### config.mk
export PLATFORM = sky130hd
export DESIGN_NAME = countdown_sequencer
export DESIGN_NICKNAME = d
export VERILOG_FILES = /design/src/rtl/countdown_sequencer.sv
export SDC_FILE = /design/constraint.sdc
export NUM_CORES = 1
export LEC_CHECK = 0
export BUFFER_PORTS_ARGS = -buffer_cell sky130_fd_sc_hd__buf_2
export CAP_MARGIN = 15
export CORE_MARGIN = 3
export CORE_UTILIZATION = 52
export DETAILED_ROUTE_END_ITERATION = 10
export GPL_TIMING_DRIVEN = 1
export MAX_ROUTING_LAYER = met4
export PLACE_DENSITY = 0.77
export SLEW_MARGIN = 10
export SYNTH_ARGS = -nofsm -noshare
export SYNTH_HDL_FRONTEND = slang
export SYNTH_SLANG_ARGS = --single-unit
### constraint.sdc
create_clock -name clk -period 2.7 [get_ports clk]
set_clock_uncertainty 0.2 [all_clocks]
set_input_delay 0.405 -clock clk [delete_from_list [all_inputs] [get_ports clk]]
set_output_delay 0.405 -clock clk [all_outputs]
set_load 0.005 [all_outputs]
### src/rtl/countdown_sequencer.sv
// -----------------------------------------------------------------------------
// countdown_sequencer
//
// Drives an external down-counter through R+1 rounds. Each round loads the
// counter with L, then decrements it until the counter reports co (value==1).
// All counter activity is qualified by clk_en, a tick strobe produced by an
// internal prescaler that fires once every P+1 clock cycles.
//
// Ports
//   clk        in   system clock, rising-edge active
//   rst        in   asynchronous active-low reset
//   start      in   begin a sequence (honoured only in IDLE)
//   abort      in   terminate the running sequence (LOAD/COUNT)
//   load_val   in   [3:0] per-round count value L, sampled on accepted start
//   rounds     in   [2:0] number of rounds minus one (R), sampled on start
//   prescale   in   [3:0] tick divider P, sampled on accepted start
//   co         in   counter terminal flag (counter value == 1)
//   pin        out  [3:0] load value for the counter (latched L)
//   ld         out  counter load enable
//   cen        out  counter count enable
//   clk_en     out  one-cycle tick strobe qualifying counter updates
//   rst_cu     out  counter synchronous clear
//   busy       out  high in every non-IDLE state
//   done       out  one-cycle pulse on normal completion
//   aborted    out  one-cycle pulse on abort completion
//   err        out  one-cycle pulse on a rejected start (load_val == 0)
//   round_cnt  out  [2:0] 0-based index of the current round
// -----------------------------------------------------------------------------
module countdown_sequencer (
    input  logic       clk,
    input  logic       rst,
    input  logic       start,
    input  logic       abort,
    input  logic [3:0] load_val,
    input  logic [2:0] rounds,
    input  logic [3:0] prescale,
    input  logic       co,
    output logic [3:0] pin,
    output logic       ld,
    output logic       cen,
    output logic       clk_en,
    output logic       rst_cu,
    output logic       busy,
    output logic       done,
    output logic       aborted,
    output logic       err,
    output logic [2:0] round_cnt
);

    typedef enum logic [2:0] {
        ST_IDLE  = 3'd0,
        ST_LOAD  = 3'd1,
        ST_COUNT = 3'd2,
        ST_DONE  = 3'd3,
        ST_ABORT = 3'd4
    } state_t;

    state_t     r_state;
    logic [3:0] r_presc;
    logic [3:0] r_l;
    logic [2:0] r_r;
    logic [3:0] r_p;
    logic [2:0] r_round;

    logic       r_ld;
    logic       r_cen;
    logic       r_clk_en;
    logic       r_rst_cu;
    logic       r_busy;
    logic       r_done;
    logic       r_aborted;
    logic       r_err;

    state_t     w_next_state;
    logic       w_accept;
    logic       w_reject;
    logic       w_round_inc;
    logic [3:0] w_next_presc;
    logic [3:0] w_next_p;

    // -------------------------------------------------------------------------
    // Next-state and prescaler look-ahead. The output flops below are loaded
    // from these next values so every output is a true register yet lines up
    // with the state it describes.
    // -------------------------------------------------------------------------
    always_comb begin
        // NOTE: every signal gets a default first so no path leaves one unassigned,
        // which would otherwise infer a latch.
        w_next_state = r_state;
        w_accept     = 1'b0;
        w_reject     = 1'b0;
        w_round_inc  = 1'b0;

        unique case (r_state)
            ST_IDLE: begin
                if (start) begin
                    if (load_val != 4'd0) begin
                        w_accept     = 1'b1;
                        w_next_state = ST_LOAD;
                    end else begin
                        w_reject     = 1'b1;
                    end
                end
            end
            ST_LOAD: begin
                // Abort wins over a coincident tick.
                if (abort) begin
                    w_next_state = ST_ABORT;
                end else if (r_clk_en) begin
                    w_next_state = ST_COUNT;
                end
            end
            ST_COUNT: begin
                if (abort) begin
                    w_next_state = ST_ABORT;
                end else if (r_clk_en && co) begin
                    if (r_round == r_r) begin
                        w_next_state = ST_DONE;
                    end else begin
                        w_round_inc  = 1'b1;
                        w_next_state = ST_LOAD;
                    end
                end
            end
            ST_DONE:  w_next_state = ST_IDLE;
            ST_ABORT: w_next_state = ST_IDLE;
            default:  w_next_state = ST_IDLE;
        endcase

        w_next_p = w_accept ? prescale : r_p;

        // Prescaler restarts only on a fresh start; between rounds it keeps
        // running so the round boundary does not stretch the tick period.
        if (w_accept) begin
            w_next_presc = 4'd0;
        end else if (r_state == ST_IDLE) begin
            w_next_presc = r_presc;
        end else if (r_presc == r_p) begin
            w_next_presc = 4'd0;
        end else begin
            w_next_presc = r_presc + 4'd1;
        end
    end

    // -------------------------------------------------------------------------
    // State, prescaler, latched parameters and registered outputs.
    // -------------------------------------------------------------------------
    always_ff @(posedge clk or negedge rst) begin
        if (!rst) begin
            r_state   <= ST_IDLE;
            r_presc   <= 4'd0;
            r_l       <= 4'd0;
            r_r       <= 3'd0;
            r_p       <= 4'd0;
            r_round   <= 3'd0;
            r_ld      <= 1'b0;
            r_cen     <= 1'b0;
            r_clk_en  <= 1'b0;
            r_rst_cu  <= 1'b0;
            r_busy    <= 1'b0;
            r_done    <= 1'b0;
            r_aborted <= 1'b0;
            r_err     <= 1'b0;
        end else begin
            // NOTE: non-blocking assignments so every flop samples values from
            // before the edge, independent of statement order.
            r_state <= w_next_state;
            r_presc <= w_next_presc;

            if (w_accept) begin
                r_l     <= load_val;
                r_r     <= rounds;
                r_p     <= prescale;
                r_round <= 3'd0;
            end else if (w_round_inc) begin
                r_round <= r_round + 3'd1;
            end

            r_ld      <= (w_next_state == ST_LOAD);
            r_cen     <= (w_next_state == ST_COUNT);
            r_clk_en  <= ((w_next_state == ST_LOAD) || (w_next_state == ST_COUNT))
                         && (w_next_presc == w_next_p);
            r_rst_cu  <= (w_next_state == ST_ABORT);
            r_aborted <= (w_next_state == ST_ABORT);
            r_done    <= (w_next_state == ST_DONE);
            r_busy    <= (w_next_state != ST_IDLE);
            r_err     <= w_reject;
        end
    end

    assign pin       = r_l;
    assign ld        = r_ld;
    assign cen       = r_cen;
    assign clk_en    = r_clk_en;
    assign rst_cu    = r_rst_cu;
    assign busy      = r_busy;
    assign done      = r_done;
    assign aborted   = r_aborted;
    assign err       = r_err;
    assign round_cnt = r_round;

endmodule

==> After elaboration in Yosys (flattened, before gate mapping) <==
Cells that the tools add are included.
{ "classes": {"add_sub_neg": 2, "mux": 24, "n_reduce_logical": 7, "eq_ne": 9} }
{ "op_table": {"columns": ["cell", "count"], "rows": [
  ["3-bit 2-to-1 mux", 8],
  ["4-bit 2-to-1 mux", 4],
  ["1-bit 2-to-1 mux", 10],
  ["3-bit by 2-bit == test with 1-bit output (second input constant)", 3],
  ["3-bit case mux with 3 select lines", 1],
  ["4-bit == test", 2],
  ["3-bit by 1-bit == test with 1-bit output (second input constant)", 2],
  ["4-bit by 1-bit adder with 4-bit output (second input constant)", 1],
  ["4-bit nonzero test", 1],
  ["3-bit by 1-bit adder with 3-bit output (second input constant)", 1],
  ["3-bit == test", 1],
  ["3-bit == test (second input constant)", 1],
  ["3-bit zero test", 1],
  ["3-bit nonzero test", 1],
  ["1-bit logical AND", 2],
  ["2-bit 2-to-1 mux", 1],
  ["2-bit nonzero test", 1],
  ["1-bit logical OR", 1]
]} }
{ "word_totals": {"output_inout_bits": 15, "input_bits": 16, "word_cells": 55, "ff_bits": 28} }

==> Depth between registers and ports, before layout <==
Gate-level depths: netlist (run 1).
{ "logic_depth": {"word_depth": 8, "depth_mapped": 7, "ltp_nobuf": 7} }

==> Worst setup path after synthesis (run 1) <==
Ideal clock, no wire load.
{ "synth_path": {"path_type": "reg-to-reg", "startpoint": "register r_state[2]", "endpoint": "register r_clk_en (netlist: clk_en)", "period_less_slack_ns": 2.169, "setup_time_ns": 0.065, "required_ns": 2.435, "arrival_ns": 1.904, "slack_ns": 0.531, "stages_incl_launch_ff": 8, "n_path_buf": 1, "cell_sequence": "dfrtp_1 or3_1 buf_2 nor2_4 mux2_4 xor2_1 nor4_2 o211a_1"} }
{ "synth_between": {"word_cells_on_any_way": 19, "cone_classes": "eq/ne: 5; mux: 11; reduce/logical: 3"} }
{ "synth_rtl": {"columns": ["item", "line", "source"], "rows": [
  ["from (decl)", "58", "state_t r_state;"],
  ["from (signal assigned)", "167", "r_state <= w_next_state;"],
  ["3-bit zero test", "94", "unique case (r_state)"],
  ["1-bit 2-to-1 mux", "94", null],
  ["4-bit 2-to-1 mux", null, null],
  ["via w_next_p[0]", "79", "logic [3:0] w_next_p;"],
  ["4-bit == test", "182", "&& (w_next_presc == w_next_p);"],
  ["1-bit logical AND", "182", null],
  ["to (signal assigned)", "181", "r_clk_en <= ((w_next_state == ST_LOAD) || (w_next_state == ST_COUNT))"],
  ["to (decl)", "67", "logic r_clk_en;"]
]} }
The timed path passes the listed nets, and every way through them passes these cells.
A chain may end at the register's enable or synchronous reset.

==> Final worst setup path (run 1) <==
{ "layout_path": {"startpoint": "register r_state[2]", "endpoint": "register r_clk_en (netlist: clk_en)"} }
{ "layout_between": {"elab_chain_len": 6, "word_cells_on_any_way": 19, "cone_classes": "eq/ne: 5; mux: 11; reduce/logical: 3"} }
{ "layout_rtl": {"columns": ["item", "line"], "rows": [
  ["3-bit 2-to-1 mux, on equally long branches", "116, 109, 97"],
  ["3-bit 2-to-1 mux, on equally long branches", "114, 107, 96"],
  ["3-bit case mux with 3 select lines", "94"],
  ["3-bit by 1-bit == test with 1-bit output or 3-bit by 2-bit == test with 1-bit output (tied branches)", "181"],
  ["1-bit logical OR", "181"],
  ["1-bit logical AND *", "182"]
]} }
Every way passes the cells marked *; elsewhere a longest branch is shown, timed or not.

==> summary.txt, run 1 <==
Seq. cell area: 701 µm²
Synth Area in XOR/XNOR: 0.0708
vias in the first global route: 1063
post-synthesis sequential area ratio: 0.515
Hold Buf Count CTS: 1
FP Rows: 17
min-delay src: rounds[2]
largest family of logic cells by synthesized area: simple AND/OR/NAND/NOR gates
CP Capture Type: flop
post-route ant nets: 0
Synth Cell Area: 1360 µm²
CTS sink cnt: 28
Simple-Gate Fraction of Synth Area: 0.179
CTS tree: done
Starting Density: 0.582
DRC Markers: 0
Worst Hold Class: in2reg
Hold Vio Cnt, Final: 0
Worst EP required: 2.76 ns
Slew Viols, Final: 0
dpl hpwl: 2060 µm
total power: 0.00153 W
Adder-Cell Fraction of Synth Area: 0.0184
via count: 994
Ports: 31
CTS HTree Levels: 1
Core Area: 2340 µm²
share of layout cells above drive strength 1: 0.320
Max FO, Critical Path: 7
initial antenna violation count: 0
DR vias/cell: 5.58
PD cells: 973 nW/µm²
Ys Warns: 0
Post-Syn Nets: 135
post-synth cell types: 38
Final nets: 170
Final Wtd Congestion: 0.836
area of the multi-input gates: 636 µm²
hold worst-path end: r_r[2]$_DFFE_PN0N_
setup violation total in the final timing report: 0
Fillers: 185
worst slew pin tran: 0.722 ns
Leakage: 0.783 nW
deepest clock path buffer count: 2
Peak VDD IR: 0.000656 V
largest net degree at the start of global routing: 29
Post-synth EDFFs: 0
Port Buffers: 30
drt wl/cell: 14.6 µm
slew margin rel.: 0.515
crit share post-route: 0.897
status: complete, no violations
DRT iter0 DRCs: 12
synth-to-layout area growth: 15.8%
Root Buffer: clkbuf_4
post-synthesis compound-gate area fraction: 0.0983
post-synthesis mux area share: 0.100
Die Span Y: 57.2 µm
#FFs+latches synth: 28
Antenna diodes: 0
clock transition at the registers of the reported paths: 0.14 ns
TritonRoute pass-1 iters: 4
final setup TNS: 0 ns
Max-Cap Viols: 0
CP startpoint kind: flop
R2R setup slack: 0.28 ns
Worst R2R Start: r_state[2]$_DFF_PN0_
synthesized area per cell: 11.6 µm²
first-pass GRT wire length: 4480 µm
R2R cell count: 7
Post-Route WL: 2600 µm
Cells after Synth: 117
insertion delay to the later sink of the worst-skew pair: 0.31 ns
area leader, netlist: dfrtp_1
# Post-CTS Setup Buffers: 0
CP Class: reg2reg
post-layout minimum cycle time: 2.42 ns
Arr. time, crit path: 2.48 ns
total gr overflow: 0
top cells by area, synth: dfrtp_1 (51%), mux2_2 (7.4%), xnor2_1 (3.9%)
top_reg_cell synth: dfrtp_1
GRT Overall Usage: 0.175
Num CTS Buffers: 3
asr flop ratio synth: 1.00
WHS Path Cells: 2
die area: 3270 µm²
RSZ-0062 raised after global routing: no
post-cts gate resize count: 0
Die Width: 57.2 µm
share of the synthesized area in the top cell type: 0.515
FF-to-FF End: clk_en$_DFF_PN0_
Highest Clock Rate: 0.413 GHz
## area by class of cell
| cell class | count | area share |
|---|---|---|
| Clock buffer | 3 | 0.0143 |
| Inverter | 2 | 0.00476 |
| Multi-Input combinational cell | 84 | 0.403 |
| Sequential cell | 28 | 0.444 |
| Tap cell | 28 | 0.0222 |
| Timing Repair Buffer | 33 | 0.111 |
## worst max-delay path, stage by stage (launching register included)
cell and delay [ns]:
dfrtp_1 0.46, or3_1 0.54, nor2_4 0.23, buf_4 0.19
mux2i_1 0.28, xnor2_1 0.11, nor4_2 0.17, o211a_1 0.19
## kinds of logic (layout without fill, tap and decap cells)
family | count (synthesis) | after routing
buffers and inverters | 5 | 38
muxes | 12 | 12
adders and majority gates | 2 | 2
AOI/OAI and AO/OA | 16 | 16
and+or+nand+nor | 43 | 43
xor gates and xnor gates | 11 | 11
DFF | 28 | 28
## cell usage in the layout (no fill, tap or decap), drive strengths merged, types with 2 or more instances in the layout
master,n
buf,32
dfrtp,28
nor2,10
mux2,10
xnor2,6
nand2,5
o21ai,5
xor2,5
nor2b,4
nand3,4
and2,4
clkbuf,3
nor4,3
nand2b,2
nor3b,2
or3,2
nor3,2
mux2i,2
inv,2
a21o,2
ha,2
## per-layer routing
layer  track usage  part of all wire
met1         0.205              0.44
met4        0.0629             0.019
met5             -                 0
met2         0.302              0.51
met3        0.0271             0.036
## through the flow
step                area (µm²)   util  std cells  hold WS (ns)  setup slack [ns]
floorplan                 1360      -        117       -0.0906             0.531
global placement          1540  0.660        174         0.240             0.433
detailed placement        1540  0.660        174         0.249             0.307
CTS                       1580  0.674        178         0.118             0.267
global route              1580  0.674        178         0.103             0.112
finish                    1580  0.674        178         0.120             0.278
## state kept, by name (all words and copies together), names as in the netlist
name and flops:
cen 1, busy 1, r_p 4, r_presc 4
err 1, r_r 3, aborted 1, done 1
round_cnt 3, pin 4, ld 1, clk_en 1
r_state 3
## cell usage after synthesis, types with 2 or more instances
| library cell | number |
|---|---|
| nor2b_1 | 4 |
| xnor2_1 | 6 |
| or3_1 | 2 |
| nand2_1 | 5 |
| nand2b_1 | 2 |
| mux2_2 | 9 |
| mux2i_1 | 2 |
| nor4_1 | 2 |
| inv_1 | 2 |
| ha_1 | 2 |
| and2_1 | 4 |
| dfrtp_1 | 28 |
| nor2_1 | 9 |
| xor2_1 | 5 |
| nor3_1 | 2 |
| nand3_1 | 4 |
| o21ai_0 | 5 |
| nor3b_1 | 2 |
| a21o_1 | 2 |
| buf_2 | 2 |
## where the power goes
part           total (W)  internal, W  switching [W]
clock           0.000162    0.0000520       0.000110
sequential      0.000684     0.000564       0.000121
combinational   0.000687     0.000351       0.000336
## worst max path at each step
stage	from	to	cells past startpoint
after floorplan	r_state[2]$_DFF_PN0_	clk_en$_DFF_PN0_	7
after global placement	r_state[2]$_DFF_PN0_	clk_en$_DFF_PN0_	6
after detailed placement	r_state[2]$_DFF_PN0_	clk_en$_DFF_PN0_	7
after CTS	r_state[2]$_DFF_PN0_	clk_en$_DFF_PN0_	7
after global routing	r_state[2]$_DFF_PN0_	clk_en$_DFF_PN0_	7
final	r_state[2]$_DFF_PN0_	clk_en$_DFF_PN0_	7
Note: power is estimated with default switching activity, not from simulation.
==> inputs of run 2 (changes only) <==
--- a/config.mk
+++ b/config.mk
@@ -8,11 +8,12 @@
 export BUFFER_PORTS_ARGS = -buffer_cell sky130_fd_sc_hd__buf_2
 export CAP_MARGIN = 15
 export CORE_MARGIN = 3
-export CORE_UTILIZATION = 52
+export CORE_UTILIZATION = 55
+export CTS_BUF_LIST = sky130_fd_sc_hd__clkbuf_8
 export DETAILED_ROUTE_END_ITERATION = 10
 export GPL_TIMING_DRIVEN = 1
 export MAX_ROUTING_LAYER = met4
-export PLACE_DENSITY = 0.77
+export PLACE_DENSITY = 0.81
 export SLEW_MARGIN = 10
 export SYNTH_ARGS = -nofsm -noshare
 export SYNTH_HDL_FRONTEND = slang
==> run 2 against run 1 <==
Clock-buffer cell count did not move. Utilization grew 3.7 points. Combinational power about the same. Total power increased by 11%. Final cell count unchanged. Sequential share of layout area down 1.1 points. First-iteration DRC count rose by 58%. Flip-flop and latch count stayed put. Hold slack improved by 0.045 ns. Setup slack better by 0.092 ns.
==> summary.txt, run 2 (synthesized netlist as in run 1, its figures left out) <==
Max FO, Critical Path: 7 (unchanged)
worst slew pin tran: 0.696 ns (-0.0258 ns)
Worst R2R Start: r_state[2]$_DFF_PN0_
Critical Path End: clk_en$_DFF_PN0_
total gr overflow: 0 (unchanged)
die area: 3110 µm² (-4.9%)
crit share post-route: 0.863 (-0.0340)
final setup TNS: 0 ns (unchanged)
TritonRoute pass-1 iters: 4 (unchanged)
Post-Route WL: 2710 µm (+4.1%)
Core Area: 2280 µm² (-2.7%)
share of layout cells above drive strength 1: 0.320 (unchanged)
GR peak layer: met2
M2 GR Usage: 0.351 (+0.0496)
post-route ant nets: 0 (unchanged)
Leakage: 0.800 nW (+2.1%)
cells along the critical path: or3_1 > nor2_4 > mux2_4 > xor2_1 > nor4_2 > o211a_1
final instance area: 1620 µm² (+2.6%)
slew margin rel.: 0.532 (+0.0173)
commonest non-fill, non-tap cells in the layout: buf_2 (30), dfrtp_1 (28), nor2_1 (9), mux2_2 (9), xnor2_1 (6)
Final Wtd Congestion: 0.922 (+10%)
DRT iter0 DRCs: 19 (+7)
via count: 1014 (+2.0%)
Placed Area: 1540 µm² (-0.49%)
CP Capture Type: flop
CP startpoint kind: flop
Max-Cap Viols: 0 (unchanged)
slowest CP cell: or3_1
Slew Viols, Final: 0 (unchanged)
dpl hpwl: 2060 µm (+0.29%)
Layout Utilization: 0.711 (+0.0370)
Die Width: 55.8 µm (-2.5%)
Ports: 31 (unchanged)
DRC Markers: 0 (unchanged)
Antenna diodes: 0 (unchanged)
clock transition at the registers of the reported paths: 0.10 ns (-0.04 ns)
CTS HTree Levels: 1 (unchanged)
largest net degree at the start of global routing: 29 (unchanged)
# Post-CTS Setup Buffers: 0 (unchanged)
GRT Overall Usage: 0.200 (+0.0252)
CP Class: reg2reg
R2R setup slack: 0.37 ns (+0.09 ns)
FP Rows: 17 (unchanged)
Root Buffer: clkbuf_8
insertion delay to the later sink of the worst-skew pair: 0.27 ns (-0.04 ns)
crit path from: r_state[2]$_DFF_PN0_
DR vias/cell: 5.70 (+2.0%)
first-pass GRT wire length: 4840 µm (+8.2%)
CTS sink cnt: 28 (unchanged)
drt wl/cell: 15.2 µm (+4.1%)
Final nets: 169 (-0.59%)
Starting Density: 0.598 (+0.0163)
WHS Path Cells: 2 (unchanged)
FF-to-FF End: clk_en$_DFF_PN0_
CP max stage delay: 0.54 ns (about the same)
deepest clock path buffer count: 2 (unchanged)
status: complete, no violations
vias in the first global route: 1122 (+5.6%)
met3 Use GR: 0.0278 (+0.000693)
Port Buffers: 30 (unchanged)
CTS tree: done
post-layout minimum cycle time: 2.33 ns (-0.0917 ns)
setup violation total in the final timing report: 0 (unchanged)
Die Span Y: 55.8 µm (-2.5%)
Worst Hold Class: in2reg
Num CTS Buffers: 3 (unchanged)
RSZ-0062 raised after global routing: no
synth-to-layout area growth: 18.8%
Highest Clock Rate: 0.429 GHz (+3.9%)
initial antenna violation count: 0 (unchanged)
Fillers: 167 (-9.7%)
PD cells: 1050 nW/µm² (+7.7%)
R2R cell count: 6 (-1)
Arr. time, crit path: 2.35 ns (-0.13 ns)
Worst EP required: 2.72 ns (-0.04 ns)
hold slack: 0.164 ns (+0.0447 ns)
GR met1 Demand/Resource: 0.225 (+0.0205)
Hold Vio Cnt, Final: 0 (unchanged)
Peak VDD IR: 0.000719 V (+9.7%)
most common cell after layout, fill and taps aside: buf_2
-- run 2: cell count changes in the layout (fill, tap and decap cells not counted) --
| cell | previous run | this run |
|---|---|---|
| bufinv_16 | 0 | 1 |
| clkbuf_4 | 3 | 0 |
| clkbuf_8 | 0 | 3 |
| buf_4 | 2 | 1 |
-- run 2: metrics by stage --
step                      cells  setup WS [ns]  power (W)
after floorplan             117          0.531    0.00118
after global placement      173          0.444    0.00135
after detailed placement    173          0.394    0.00138
after CTS                   178          0.378    0.00171
after global routing        178          0.256    0.00182
final                       178          0.370    0.00170
-- run 2: metal layers --
metal,vias up,share of wire
met1,502,0.41
met3,6,0.034
met2,22,0.54
li1,484,-
met4,0,0.016
met5,-,0
-- run 2: final cells by class --
class	count	area, µm²	share of cell area
clock buffer	3	41.3	0.0255
clock inverter	1	30.0	0.0186
inverter	2	7.51	0.00464
multi-input combinational	84	636	0.393
sequential	28	701	0.433
tap	28	35.0	0.0217
timing repair buffer	32	168	0.104
-- run 2: critical path: cells and delay by family, from the launching register on --
kind            cells  cell delay [ns]
compound gates      1             0.18
simple gates        3             0.97
mux                 1             0.33
xor+xnor            1             0.15
flops               1             0.45
-- run 2: worst min path at each step --
stage | from | slack, ns | endpoint
after detailed placement | rst | 0.25 | pin[1]$_DFFE_PN0N_
final | rounds[0] | 0.16 | r_r[0]$_DFFE_PN0N_
after global placement | rst | 0.25 | r_r[2]$_DFFE_PN0N_
after floorplan | rst | -0.09 | aborted$_DFF_PN0_
after global routing | rounds[0] | 0.16 | r_r[0]$_DFFE_PN0N_
after CTS | rounds[0] | 0.16 | r_r[0]$_DFFE_PN0N_
-- run 2: repair_timing --
item | in CTS | in global routing
endpoints found under the hold margin | 28 | 0
hold buffers | 1 | 0
gates resized for setup | 0 | 0
-- run 2: where the power goes --
| part | total [W] | internal, W | switching (W) |
|---|---|---|---|
| Clock | 0.000324 | 0.000198 | 0.000125 |
| Combinational | 0.000684 | 0.000345 | 0.000339 |
| Sequential | 0.000687 | 0.000565 | 0.000123 |
==> inputs of run 3 (changes only) <==
--- a/config.mk
+++ b/config.mk
@@ -7,13 +7,15 @@
 export LEC_CHECK = 0
 export BUFFER_PORTS_ARGS = -buffer_cell sky130_fd_sc_hd__buf_2
 export CAP_MARGIN = 15
+export CELL_PAD_IN_SITES_DETAIL_PLACEMENT = 1
+export CELL_PAD_IN_SITES_GLOBAL_PLACEMENT = 2
 export CORE_MARGIN = 3
-export CORE_UTILIZATION = 55
+export CORE_UTILIZATION = 35
 export CTS_BUF_LIST = sky130_fd_sc_hd__clkbuf_8
 export DETAILED_ROUTE_END_ITERATION = 10
 export GPL_TIMING_DRIVEN = 1
 export MAX_ROUTING_LAYER = met4
-export PLACE_DENSITY = 0.81
+export PLACE_DENSITY_LB_ADDON = 0.1
 export SLEW_MARGIN = 10
 export SYNTH_ARGS = -nofsm -noshare
 export SYNTH_HDL_FRONTEND = slang
==> run 3 against run 2 <==
Highest routed layer unchanged. Routed wire length increased by 6.6%. Hold slack improved by 0.0027 ns. Sequential power hardly changed. Critical path depth is the same. First-iteration DRC count shrank 42%. Combinational power up 0.9%. Design area increased by 0.15%. Flip-flop and latch count unchanged.
==> summary.txt, run 3 (synthesized netlist as in run 1, its figures left out) <==
TritonRoute pass-1 iters: 4 (unchanged)
drt wl/cell: 14.6 µm (-4.2%)
initial antenna violation count: 0 (unchanged)
Arr. time, crit path: 2.36 ns (about the same)
Root Buffer: clkbuf_8
CTS sink cnt: 28 (unchanged)
vias in the first global route: 1022 (-8.9%)
met3 routed WL: 85 µm (-8.6%)
largest net degree at the start of global routing: 29 (unchanged)
Final nets: 170 (+0.59%)
Die Span Y: 68.4 µm (+23%)
slowest CP cell: or3_1
cells along the critical path: or3_1 > nor2_4 > mux2_4 > xor2_1 > nor4_2 > o211a_1
dpl hpwl: 2310 µm (+12%)
post-layout minimum cycle time: 2.35 ns (+0.0187 ns)
total gr overflow: 0 (unchanged)
setup ws final: 0.351 ns (-0.0187 ns)
DR vias/cell: 5.04 (-12%)
worst slew pin tran: 0.658 ns (-0.0380 ns)
Core Area: 3720 µm² (+63%)
clock transition at the registers of the reported paths: 0.09 ns (about the same)
Ports: 31 (unchanged)
cell family with most CP delay: simple AND/OR/NAND/NOR gates
worst slack, placed: 0.361 ns (-0.0329 ns)
PD cells: 986 nW/µm² (-5.9%)
Highest Clock Rate: 0.426 GHz (-0.80%)
synth-to-layout area growth: 19.0%
Max-Cap Viols: 0 (unchanged)
Max FO, Critical Path: 7 (unchanged)
CP Capture Type: flop
Leakage: 0.791 nW (-1.1%)
commonest non-fill, non-tap cells in the layout: buf_2 (30), dfrtp_1 (28), nor2_1 (9), mux2_2 (9), xnor2_1 (6)
DRC Markers: 0 (unchanged)
first-pass GRT wire length: 4780 µm (-1.3%)
Final Wtd Congestion: 0.804 (-13%)
Starting Density: 0.366 (-0.232)
crit share post-route: 0.870 (+0.00694)
# Post-CTS Setup Buffers: 0 (unchanged)
RSZ-0062 raised after global routing: no
DRT met1 WL: 1290 µm (+16%)
post-route ant nets: 0 (unchanged)
highest metal used: met4
slew margin rel.: 0.557 (+0.0256)
Num CTS Buffers: 3 (unchanged)
deepest clock path buffer count: 2 (unchanged)
CP bufs+invs: 0 (unchanged)
DRT iter0 DRCs: 11 (-8)
die area: 4670 µm² (+50%)
most common cell after layout, fill and taps aside: buf_2
Antenna diodes: 0 (unchanged)
DR WL met2: 1460 µm (+0.34%)
CP Class: reg2reg
Layout Utilization: 0.436 (-0.275)
Hold Vio Cnt, Final: 0 (unchanged)
Fillers: 413 (+150%)
Port Buffers: 30 (unchanged)
final setup TNS: 0 ns (unchanged)
CP startpoint kind: flop
status: complete, no violations
share of layout cells above drive strength 1: 0.320 (unchanged)
Slew Viols, Final: 0 (unchanged)
insertion delay to the later sink of the worst-skew pair: 0.27 ns (about the same)
GRT Overall Usage: 0.143 (-0.0570)
Die Width: 68.4 µm (+23%)
Placed Area: 1570 µm² (+2.1%)
CTS tree: done
FP Rows: 22 (+5)
CP max stage delay: 0.54 ns (about the same)
final instance area: 1620 µm² (+0.15%)
setup violation total in the final timing report: 0 (unchanged)
Peak VDD IR: 0.000373 V (-48%)
Worst Hold Class: in2reg
CTS HTree Levels: 1 (unchanged)
Post-Route WL: 2890 µm (+6.6%)
via count: 997 (-1.7%)
Worst EP required: 2.71 ns (about the same)
==> run 3: final timing paths <==
kind | start | end | slack [ns] | depth (start not counted)
setup reg to reg | r_state[2]$_DFF_PN0_ | clk_en$_DFF_PN0_ | 0.35 | 6
setup / recovery | r_state[2]$_DFF_PN0_ | clk_en$_DFF_PN0_ | 0.35 | 6
min in group asynchronous | rst | r_r[2]$_DFFE_PN0N_ | 0.49 | 2
hold / removal | rounds[2] | r_r[2]$_DFFE_PN0N_ | 0.17 | 2
hold reg to reg | pin[2]$_DFFE_PN0N_ | pin[2]$_DFFE_PN0N_ | 0.31 | 1
max in group asynchronous | rst | cen$_DFF_PN0_ | 1.40 | 2
==> run 3: where the power goes <==
group / total [W] / leakage [nW] / switching [W] / internal [W]
clock network: 0.000221 / 0.0216 / 0.000121 / 0.000100
registers: 0.000686 / 0.356 / 0.000122 / 0.000565
logic: 0.000690 / 0.413 / 0.000338 / 0.000351
==> run 3: worst reg2reg max path, stage by stage (launching register included) <==
cell	delay, ns
dfrtp_1	0.43
or3_1	0.54
nor2_4	0.26
mux2_4	0.34
xor2_1	0.15
nor4_2	0.21
o211a_1	0.17
==> run 3: stage by stage <==
step | instances | hold WS (ns) | total power [W]
final | 198 | 0.167 | 0.00160
after global routing | 198 | 0.169 | 0.00172
after CTS | 198 | 0.166 | 0.00163
after detailed placement | 194 | 0.270 | 0.00140
after global placement | 194 | 0.261 | 0.00138
after floorplan | 117 | -0.0906 | 0.00118
==> run 3: layout make-up <==
class	count	area, µm²	share of cell area
Clock buffer	3	41.3	0.0255
Inverter	2	7.51	0.00463
Multi-Input combinational cell	84	636	0.392
Sequential cell	28	701	0.432
Tap cell	48	60.1	0.0371
Timing Repair Buffer	33	175	0.108
==> run 3: what timing repair did <==
item                                    CTS  global route
endpoints found under the hold margin    28             0
gates resized for setup                   0             0
hold buffers                              1             0
endpoints found under the setup margin    0             0
==> run 3: routing by layer <==
layer	vias to the layer above	GRT usage
li1	481	-
met1	497	0.176
met2	15	0.235
met3	4	0.0197
met4	0	0.0596
met5	-	-
